[src/rtl/m107_pkg.sv]
// m107_pkg
// Shared types and constants for the CPU-side SDRAM bridge.
//   cpu_line_t     : one 64-bit cache line viewed as four 16-bit CPU words
//   bridge_state_t : bridge FSM states
//   CPU_LINE_BYTES : bytes held by one cache line
//   merge_bytes()  : byte-enable merge of a CPU write into a stored word
package m107_pkg;

  localparam int CPU_LINE_BYTES = 8;
  localparam int CPU_LINE_WORDS = CPU_LINE_BYTES / 2;
  localparam int CPU_WORD_SEL_W = $clog2(CPU_LINE_WORDS);

  // Word 0 occupies line bits [15:0], word 3 occupies bits [63:48].
  typedef logic [CPU_LINE_WORDS-1:0][15:0] cpu_line_t;

  typedef enum logic [1:0] {
    IDLE       = 2'd0,
    READ_WAIT  = 2'd1,
    WRITE_WAIT = 2'd2
  } bridge_state_t;

  // be[0] selects the low byte, be[1] the high byte.
  function automatic logic [15:0] merge_bytes(input logic [15:0] oldWord,
                                              input logic [15:0] newWord,
                                              input logic [1:0]  be);
    logic [15:0] merged;
    merged[7:0]  = be[0] ? newWord[7:0]  : oldWord[7:0];
    merged[15:8] = be[1] ? newWord[15:8] : oldWord[15:8];
    return merged;
  endfunction

endpackage

[src/rtl/cpu_line_cache.sv]
// cpu_line_cache
// Single-line read cache: one tag, one valid bit and one 64-bit line.
// Provides hit detection, word selection and the byte-merge used by
// write-through hits.
// Ports:
//   clk, reset      : clock and asynchronous active-high reset
//   invalidate_i    : clears the valid bit and forces lookups to miss
//   lookupTag_i     : tag of the address currently presented by the CPU
//   wordSel_i       : word of the stored line to present on word_o
//   fillEn_i        : load fillLine_i/fillTag_i, valid <= fillValid_i
//   fillValid_i     : valid bit to store along with the fill
//   fillTag_i       : tag of the line being filled
//   fillLine_i      : line returned by the SDRAM controller
//   mergeEn_i       : CPU write cycle; bytes merge only if the line hits
//   mergeBe_i       : byte enables of the write
//   mergeData_i     : write data
//   hit_o           : lookup hit
//   word_o          : selected word of the stored line
module cpu_line_cache
  import m107_pkg::*;
#(
  parameter int TAG_W = 22
) (
  input  logic                      clk,
  input  logic                      reset,
  input  logic                      invalidate_i,
  input  logic [TAG_W-1:0]          lookupTag_i,
  input  logic [CPU_WORD_SEL_W-1:0] wordSel_i,
  input  logic                      fillEn_i,
  input  logic                      fillValid_i,
  input  logic [TAG_W-1:0]          fillTag_i,
  input  cpu_line_t                 fillLine_i,
  input  logic                      mergeEn_i,
  input  logic [1:0]                mergeBe_i,
  input  logic [15:0]               mergeData_i,
  output logic                      hit_o,
  output logic [15:0]               word_o
);

  logic             valid_q;
  logic [TAG_W-1:0] tag_q;
  cpu_line_t        line_q;

  // An invalidate in the same cycle as a lookup must turn a hit into a miss,
  // so it gates the hit directly rather than waiting for valid_q to clear.
  assign hit_o  = valid_q && (tag_q == lookupTag_i) && !invalidate_i;
  assign word_o = line_q[wordSel_i];

  // Line storage. A fill replaces the whole line; a write hit merges only the
  // enabled bytes. Invalidate overrides the valid bit last so it always wins.
  always_ff @(posedge clk or posedge reset) begin
    if (reset) begin
      valid_q <= 1'b0;
      tag_q   <= '0;
      line_q  <= '0;
    end else begin
      if (fillEn_i) begin
        line_q  <= fillLine_i;
        tag_q   <= fillTag_i;
        valid_q <= fillValid_i;
      end else if (mergeEn_i && hit_o) begin
        line_q[wordSel_i] <= merge_bytes(line_q[wordSel_i], mergeData_i, mergeBe_i);
      end
      if (invalidate_i) begin
        valid_q <= 1'b0;
      end
    end
  end

endmodule

[src/rtl/cpu_sdram_bridge.sv]
// cpu_sdram_bridge
// Turns CPU RAM/ROM memory cycles into toggle-handshake requests on the CPU
// port of the SDRAM controller. Reads are served from a single-line cache
// when possible; writes are write-through and dropped for read-only regions.
// Ports:
//   clk, reset     : clock and asynchronous active-high reset
//   cpu_req        : one-cycle strobe starting a CPU cycle
//   cpu_we/be/dout : write flag, byte enables, write data
//   ram_rom_memrq  : cycle targets RAM/ROM
//   writable       : region accepts writes
//   sdr_addr       : SDRAM byte address of the cycle
//   invalidate     : clears the cache
//   cpu_din        : registered read data to the CPU
//   cpu_ready      : low while the CPU must wait
//   sdr_cpu_*      : SDRAM controller request/acknowledge port
module cpu_sdram_bridge
  import m107_pkg::*;
#(
  parameter int LINE_TAG_W = 22
) (
  input  logic        clk,
  input  logic        reset,
  input  logic        cpu_req,
  input  logic        cpu_we,
  input  logic [1:0]  cpu_be,
  input  logic [15:0] cpu_dout,
  input  logic        ram_rom_memrq,
  input  logic        writable,
  input  logic [24:0] sdr_addr,
  input  logic        invalidate,
  output logic [15:0] cpu_din,
  output logic        cpu_ready,
  output logic [24:0] sdr_cpu_addr,
  output logic        sdr_cpu_req,
  input  logic        sdr_cpu_ack,
  output logic        sdr_cpu_wr,
  output logic [1:0]  sdr_cpu_be,
  output logic [15:0] sdr_cpu_din,
  input  logic [63:0] sdr_cpu_dout
);

  bridge_state_t             state_q;
  logic                      cpuReady_q;
  logic [15:0]               cpuDin_q;
  logic                      sdrReq_q;
  logic                      sdrWr_q;
  logic [1:0]                sdrBe_q;
  logic [24:0]               sdrAddr_q;
  logic [15:0]               sdrDin_q;
  logic [CPU_WORD_SEL_W-1:0] fillWord_q;
  logic                      fillKilled_q;

  logic        cpuCycle;
  logic        ackMatch;
  logic        fillEn;
  logic        fillValid;
  logic        mergeEn;
  logic        cacheHit;
  logic [15:0] cacheWord;
  cpu_line_t   fillLine;
  logic        unusedAddrLsb;

  // Byte addresses, 16-bit words: bit 0 never selects anything here.
  assign unusedAddrLsb = sdr_addr[0];

  assign cpuCycle  = cpu_req && ram_rom_memrq && (state_q == IDLE);
  assign ackMatch  = (sdr_cpu_ack == sdrReq_q);
  assign fillEn    = (state_q == READ_WAIT) && ackMatch;
  // An invalidate seen at any point during the fill leaves the line invalid.
  assign fillValid = !(fillKilled_q || invalidate);
  assign mergeEn   = cpuCycle && cpu_we && writable;
  assign fillLine  = sdr_cpu_dout;

  cpu_line_cache #(
    .TAG_W(LINE_TAG_W)
  ) u_cache (
    .clk         (clk),
    .reset       (reset),
    .invalidate_i(invalidate),
    .lookupTag_i (sdr_addr[3 +: LINE_TAG_W]),
    .wordSel_i   (sdr_addr[2:1]),
    .fillEn_i    (fillEn),
    .fillValid_i (fillValid),
    .fillTag_i   (sdrAddr_q[3 +: LINE_TAG_W]),
    .fillLine_i  (fillLine),
    .mergeEn_i   (mergeEn),
    .mergeBe_i   (cpu_be),
    .mergeData_i (cpu_dout),
    .hit_o       (cacheHit),
    .word_o      (cacheWord)
  );

  // Bridge FSM with registered CPU and SDRAM outputs. SDRAM-side registers
  // are only written when a request is launched, so they hold steady while
  // it is outstanding; cpu_req outside IDLE is simply not looked at.
  always_ff @(posedge clk or posedge reset) begin
    if (reset) begin
      state_q      <= IDLE;
      cpuReady_q   <= 1'b1;
      cpuDin_q     <= '0;
      sdrReq_q     <= 1'b0;
      sdrWr_q      <= 1'b0;
      sdrBe_q      <= '0;
      sdrAddr_q    <= '0;
      sdrDin_q     <= '0;
      fillWord_q   <= '0;
      fillKilled_q <= 1'b0;
    end else begin
      if (invalidate) begin
        fillKilled_q <= 1'b1;
      end
      case (state_q)
        IDLE: begin
          if (cpuCycle) begin
            if (cpu_we) begin
              if (writable) begin
                sdrAddr_q  <= sdr_addr;
                sdrWr_q    <= 1'b1;
                sdrBe_q    <= cpu_be;
                sdrDin_q   <= cpu_dout;
                sdrReq_q   <= ~sdrReq_q;
                cpuReady_q <= 1'b0;
                state_q    <= WRITE_WAIT;
              end
            end else if (cacheHit) begin
              cpuDin_q <= cacheWord;
            end else begin
              // Launching a fresh fill: earlier invalidates are already
              // reflected in valid_q and must not kill this line.
              sdrAddr_q    <= {sdr_addr[24:3], 3'b000};
              sdrWr_q      <= 1'b0;
              sdrReq_q     <= ~sdrReq_q;
              fillWord_q   <= sdr_addr[2:1];
              fillKilled_q <= 1'b0;
              cpuReady_q   <= 1'b0;
              state_q      <= READ_WAIT;
            end
          end
        end
        READ_WAIT: begin
          if (ackMatch) begin
            cpuDin_q   <= fillLine[fillWord_q];
            cpuReady_q <= 1'b1;
            state_q    <= IDLE;
          end
        end
        WRITE_WAIT: begin
          if (ackMatch) begin
            cpuReady_q <= 1'b1;
            state_q    <= IDLE;
          end
        end
        default: begin
          cpuReady_q <= 1'b1;
          state_q    <= IDLE;
        end
      endcase
    end
  end

  assign cpu_din      = cpuDin_q;
  assign cpu_ready    = cpuReady_q;
  assign sdr_cpu_addr = sdrAddr_q;
  assign sdr_cpu_req  = sdrReq_q;
  assign sdr_cpu_wr   = sdrWr_q;
  assign sdr_cpu_be   = sdrBe_q;
  assign sdr_cpu_din  = sdrDin_q;

endmodule

[config.mk]
export PLATFORM = sky130hd
export DESIGN_NAME = cpu_sdram_bridge
export DESIGN_NICKNAME = d
export VERILOG_FILES = /design/src/rtl/m107_pkg.sv /design/src/rtl/cpu_line_cache.sv /design/src/rtl/cpu_sdram_bridge.sv
export SDC_FILE = /design/constraint.sdc
export NUM_CORES = 1
export LEC_CHECK = 0
export ABC_AREA = 0
export CAP_MARGIN = 40
export CORE_ASPECT_RATIO = 0.9
export CORE_MARGIN = 5
export CORE_UTILIZATION = 45
export CTS_CLUSTER_SIZE = 40
export DETAILED_ROUTE_END_ITERATION = 10
export MAX_ROUTING_LAYER = met4
export PLACE_DENSITY = 0.75
export SYNTH_ARGS = -nofsm -noshare
export SYNTH_HDL_FRONTEND = slang
export SYNTH_SLANG_ARGS = --single-unit
[constraint.sdc]
create_clock -name clk -period 4.9 [get_ports clk]
set_input_delay 0.735 -clock clk [delete_from_list [all_inputs] [get_ports clk]]
set_output_delay 0.735 -clock clk [all_outputs]
set_load 0.1 [all_outputs]
Word-level counts from Yosys, hierarchy flattened
Index checks and enable logic that the tools add are counted.
{"block": "word_totals", "ff_bits": 154, "inputBits": 115, "output_inout_bits": 62, "elab_cells": 100}
{"block": "classes", "magnitude_cmp": 3, "n_eq_ne": 13, "n_mux": 43, "n_bitwise": 3, "reduce_logical": 22}
{"op": "$mux 64", "count": 2}
{"op": "$mux 16", "count": 7}
{"op": "$mux 25", "count": 3}
{"op": "$bmux 16 s2", "count": 2}
{"op": "$bwmux 64", "count": 1}
{"op": "$demux 16 s2", "count": 1}
{"op": "$pmux 16 s2", "count": 1}
{"op": "$eq 22x22->1", "count": 1}
{"op": "$mux 1", "count": 17}
{"op": "$mux 8", "count": 2}
{"op": "$reduce_and 4->1", "count": 4}
{"op": "$mux 2", "count": 5}
{"op": "$logic_and 1x1->1", "count": 9}
{"op": "$ne 2x2->1 const B", "count": 4}
{"op": "$lt 2x3->1 const B", "count": 2}
{"op": "$ne 2x1->1 const B", "count": 3}
{"op": "$ne 3x3->1 const B", "count": 2}
{"op": "$reduce_bool 2->1", "count": 3}
{"op": "$reduce_and 5->1", "count": 1}
{"op": "$pmux 2 s2", "count": 1}
{"op": "$not 1->1", "count": 3}
{"op": "$eq 2x1->1 const B", "count": 1}
{"op": "$eq 2x2->1 const B", "count": 1}
{"op": "$ge 2x1->1 const B", "count": 1}
{"op": "6 further kinds", "count": 7}

Depth between registers and ports, before layout
{"block": "logic_depth", "ltp_word": 7, "ltp_mapped": 11, "mapped_depth_nobuf": 8}

Cells and area by module
Synthesis repeated with hierarchy kept, for this count alone.
{"block": "hier_totals", "hier_cells": 731, "hier_area_um2": 8374.3}
{"module": "cpu_line_cache", "instances": 1, "cells_each": 473, "area_per_inst_um2": 5029.8, "seq_area_each_um2": 2177.1}
{"module": "cpu_sdram_bridge", "instances": 1, "cells_each": 258, "area_per_inst_um2": 3344.5, "seq_area_each_um2": 1677.9}

Worst setup path before layout
Ideal clock, no wire load.
{"block": "synth_path", "path_type": "input to register", "startpoint": "input sdr_addr[10]", "endpoint": "register u_cache.line_q[32] in the netlist's numbering", "setup_ns": 0.125, "arrival_ns": 2.765, "required_ns": 4.775, "slack_ns": 2.010, "cell_stages": 8, "path_buffers": 2, "cell_sequence": "nand2b_2 > o221ai_2 > or4_4 > buf_6 > or4_4 > o21ai_4 > buf_12 > mux2_4"}
{"block": "synth_via", "elab_chain_len": 5}
{"item": "start, declared", "line_no": "cpu_sdram_bridge.sv:29", "text": "input logic [24:0] sdr_addr,"}
{"item": "$eq 22x22->1", "line_no": "cpu_line_cache.sv:46", "text": "assign hit_o = valid_q && (tag_q == lookupTag_i) && !invalidate_i;"}
{"item": "$logic_and 1x1->1 (2 in series)", "line_no": "cpu_line_cache.sv:46"}
{"item": "$logic_and 1x1->1", "line_no": "cpu_line_cache.sv:61", "text": "end else if (mergeEn_i && hit_o) begin"}
{"item": "$reduce_bool 2->1 (no source line)"}
{"item": "end signal, assigned", "line_no": "cpu_line_cache.sv:58", "text": "line_q <= fillLine_i;"}
{"item": "end signal, assigned by index", "line_no": "cpu_line_cache.sv:62", "text": "line_q[wordSel_i] <= merge_bytes(line_q[wordSel_i], mergeData_i, mergeBe_i);"}
{"item": "end, declared", "line_no": "cpu_line_cache.sv:42", "text": "cpu_line_t line_q;"}
No other way between the ends.
A chain may end at the register's enable or synchronous reset.

Worst setup path in the final report
{"block": "layout_path", "startpoint": "register state_q[1]", "endpoint": "register u_cache.line_q[50] in the netlist's numbering"}
{"block": "layout_via", "elab_chain_len": 6, "elab_cells_between_ends": 9, "cone_classes": "eq/ne (1); mux (1); reduce/logical (7)"}
{"item": "start, declared", "line_no": "cpu_sdram_bridge.sv:42", "text": "bridge_state_t state_q;"}
{"item": "start signal, assigned", "line_no": "cpu_sdram_bridge.sv:98", "text": "state_q <= IDLE;"}
{"item": "start signal, assigned", "line_no": "cpu_sdram_bridge.sv:123", "text": "state_q <= WRITE_WAIT;"}
{"item": "start signal, assigned", "line_no": "cpu_sdram_bridge.sv:136", "text": "state_q <= READ_WAIT;"}
{"item": "$logic_not 2->1", "line_no": "cpu_sdram_bridge.sv:66", "text": "assign cpuCycle = cpu_req && ram_rom_memrq && (state_q == IDLE);"}
{"item": "$logic_and 1x1->1", "line_no": "cpu_sdram_bridge.sv:66"}
{"item": "$logic_and 1x1->1 (2 in series)", "line_no": "cpu_sdram_bridge.sv:71", "text": "assign mergeEn = cpuCycle && cpu_we && writable;"}
{"item": "$logic_and 1x1->1", "line_no": "cpu_line_cache.sv:61"}
{"item": "$reduce_bool 2->1 (no source line)"}
Several ways; a longest one is shown, not always the timed one.

==> out/results.ini <==
[placed_design]
dp_hpwl_mm=18.5
port_buffers=176
gp_congestion=0.901
placed_cells=1213
pre_cts_ws_ns=1.21

[detailed_routing]
first_iter_violations=565
routed_wl_mm=25.4
vias=6921
viasPerCell=5.56
first_pass_iters=7
ant_nets=0
drc=0
wl_per_cell_microns=20.4

[clock_tree]
cts_sinks=154
hold_buffers=0
cts_root_buf=clkbuf_16
cts_tree=yes
cts_max_level=4
clock_latency_ns=0.42
cts-resized-gates=0
post_cts_buffers=0
cts_buffers=17
clock_path_buffers=2
clkSlewWorstSetupHoldPaths_ns=0.07

[finish]
final_cells=1245
final_common_cell=clkdlybuf4s50_1
synthToLayoutAreaGrowth_pct=45.0
antenna_cells=0
mostFrequentLayoutCells=176 x clkdlybuf4s50_1, 153 x nand2_1, 153 x dfrtp_1, 121 x mux2_2, 113 x o21ai_0
fin_nets=1104
finish.utilization=0.660
drive_gt1_frac=0.282

[global_routing]
grt-ovfl-total=0
grt_max_degree=75
grt_pass1_vias=7431
grt_use_total=0.250
antenna_found_initial=0
grt_pass1_wl_mm=41.1

[floorplan]
rows=47
coreArea_sq_um=18300
io_pins=177
die_w_microns=153
dieArea_sq_um=21300
die_h_microns=139
start_util=0.455

[pwr]
comb_power_share=0.615
p_int_mw=4.84
power_density_nw_per_um2=744
p_clk_frac=0.145
switching_share=0.460
p_switching_mw=4.13
vdd_ir_drop_max_v=0.000715
leakagePower_nw=5.30
pwr-share-seq=0.240

[sta]
worst_pin_slew_ns=0.921
worst_slack_ns=1.61
rsz0062_at_grt=no
setup_viol=0
relSlewSlack=0.384
min_period_ns=3.29
min_period_over_period=0.672
setup_tns_ns=0
hold_viol_final=0
fin_skew_ns=0.0136
final_max_slew_viol_count=0
max_freq_mhz=304

[critical_path]
timing.reg2reg.setup_slack_ns=1.61
cp.depth=8
startpoint_type=flop
crit_type=flop to flop
critPathSlowestCell=or2_2
path_cells=inv_1, ha_1, buf_4, clkinv_1, or2_2, nand3_1, o21ai_0, mux2_1
cpLargestDelayFamily=simple AND/OR/NAND/NOR gates
r2r_cells=8
crit_buf_inv=3
cp.required_ns=5.21
worstPathArrival_ns=3.60
critPathMaxStageDelay_ns=0.67
end_kind=flop
path_max_fanout=29

[min_path]
worstHoldPathType=flop to flop
hold_depth=1

[yosys]
synth_edf_count=0
synth_top_area_cell=dfrtp_1
synth_top_flop_cell=dfrtp_1
synth_cell_type_count=47
synth_area_leaders=dfrtp_1 46%, mux2_2 16%, nand2_1 6.9%
syn_inst=765
synth_nets=882
yosysSeqAreaShare=0.463
synth_area_sq_um=8330
synth.top_cell.area_share=0.460
ys_warn_count=0
synth-seq-cells=154
synth.avg_cell_area_sq_um=10.9
synthArstFlopShare=1.00

[run]
timing.max_cap.violations=0

[status]
outcome=complete, no violations

-- state kept, by name, summed over array words and instances (netlist names) --
signal           cells
sdr_cpu_wr           1
sdr_cpu_be           2
u_cache.valid_q      1
sdr_cpu_req          1
cpu_din             16
state_q              2
u_cache.tag_q       22
fillWord_q           2
fillKilled_q         1
sdr_cpu_addr        25
cpu_ready            1
u_cache.line_q      64
sdr_cpu_din         16
-- metal layers --
layer  wire length (microns)  vias up  GRT usage
li1                        -     3137          -
met1                   10900     3443      0.336
met2                   12100      289      0.386
met3                    1690       52     0.0502
met4                     666        0     0.0771
met5                       0        -          -
-- worst reg2reg max path: stages, from the launching register on --
cell and delay, ns:
dfrtp_1 0.39, inv_1 0.08, ha_1 0.14, buf_4 0.30
clkinv_1 0.37, or2_2 0.68, nand3_1 0.64, o21ai_0 0.25
mux2_1 0.32
-- layout make-up --
type,count,area [sq um]
clock buffer,19,453
clock inverter,13,133
fill,1304,6220
inverter,15,61.3
multi-input combinational,548,4190
sequential,154,3850
tap,245,307
timing repair buffer,251,3080
-- cells in the mapped netlist (all sizes together), types with 2 or more instances --
master / count
buf: 15
nand3: 7
clkbuf: 33
nand2: 153
ha: 2
xnor2: 8
o22ai: 5
nand2b: 23
mux2: 151
a21oi: 6
nor2: 9
dfrtp: 153
xor2: 9
mux2i: 16
nor2b: 3
or4: 3
o21ai: 116
a22o: 2
a22oi: 2
nor4: 2
inv: 14
nand4: 3
mux4: 16
-- power by group through the flow --
stage / registers [mW] / clock network [mW] / logic [mW]
2_1_floorplan: 3.82 / 0 / 1.66
3_3_place_gp: 2.15 / 0 / 4.33
3_5_place_dp: 2.15 / 0 / 5.52
4_1_cts: 2.15 / 1.32 / 5.54
5_1_grt: 2.21 / 1.39 / 5.79
6_report: 2.15 / 1.30 / 5.52
-- cell families after synthesis --
kind of cell / Yosys count / share of synthesized area
adders and majority gates: 2 / 0.00300
buffers and inverters: 63 / 0.0356
DFF: 154 / 0.463
and+or+nand+nor: 206 / 0.108
xor gates and xnor gates: 17 / 0.0179
AOI/OAI and AO/OA: 140 / 0.0971
muxes: 183 / 0.276
-- per-stage QoR --
stage	hold WS [ns]	cell area [sq um]	total power, mW
finish	0.480	12100	8.98
global route	0.502	12100	9.39
CTS	0.477	12100	9.02
detailed placement	0.463	11500	7.67
global placement	0.429	10200	6.48
floorplan	0.421	8330	5.48
-- path summary, 6_finish.rpt --
check,from,endpoint
worst max-delay path,state_q[1],u_cache.line_q[50]
worst min-delay path,fillKilled_q,u_cache.valid_q
worst max register to register,state_q[1],u_cache.line_q[50]
worst min register to register,fillKilled_q,u_cache.valid_q
max in group asynchronous,reset,sdr_cpu_addr[9]
min in group asynchronous,reset,u_cache.line_q[44]
Note: power is estimated with default switching activity, not from simulation.
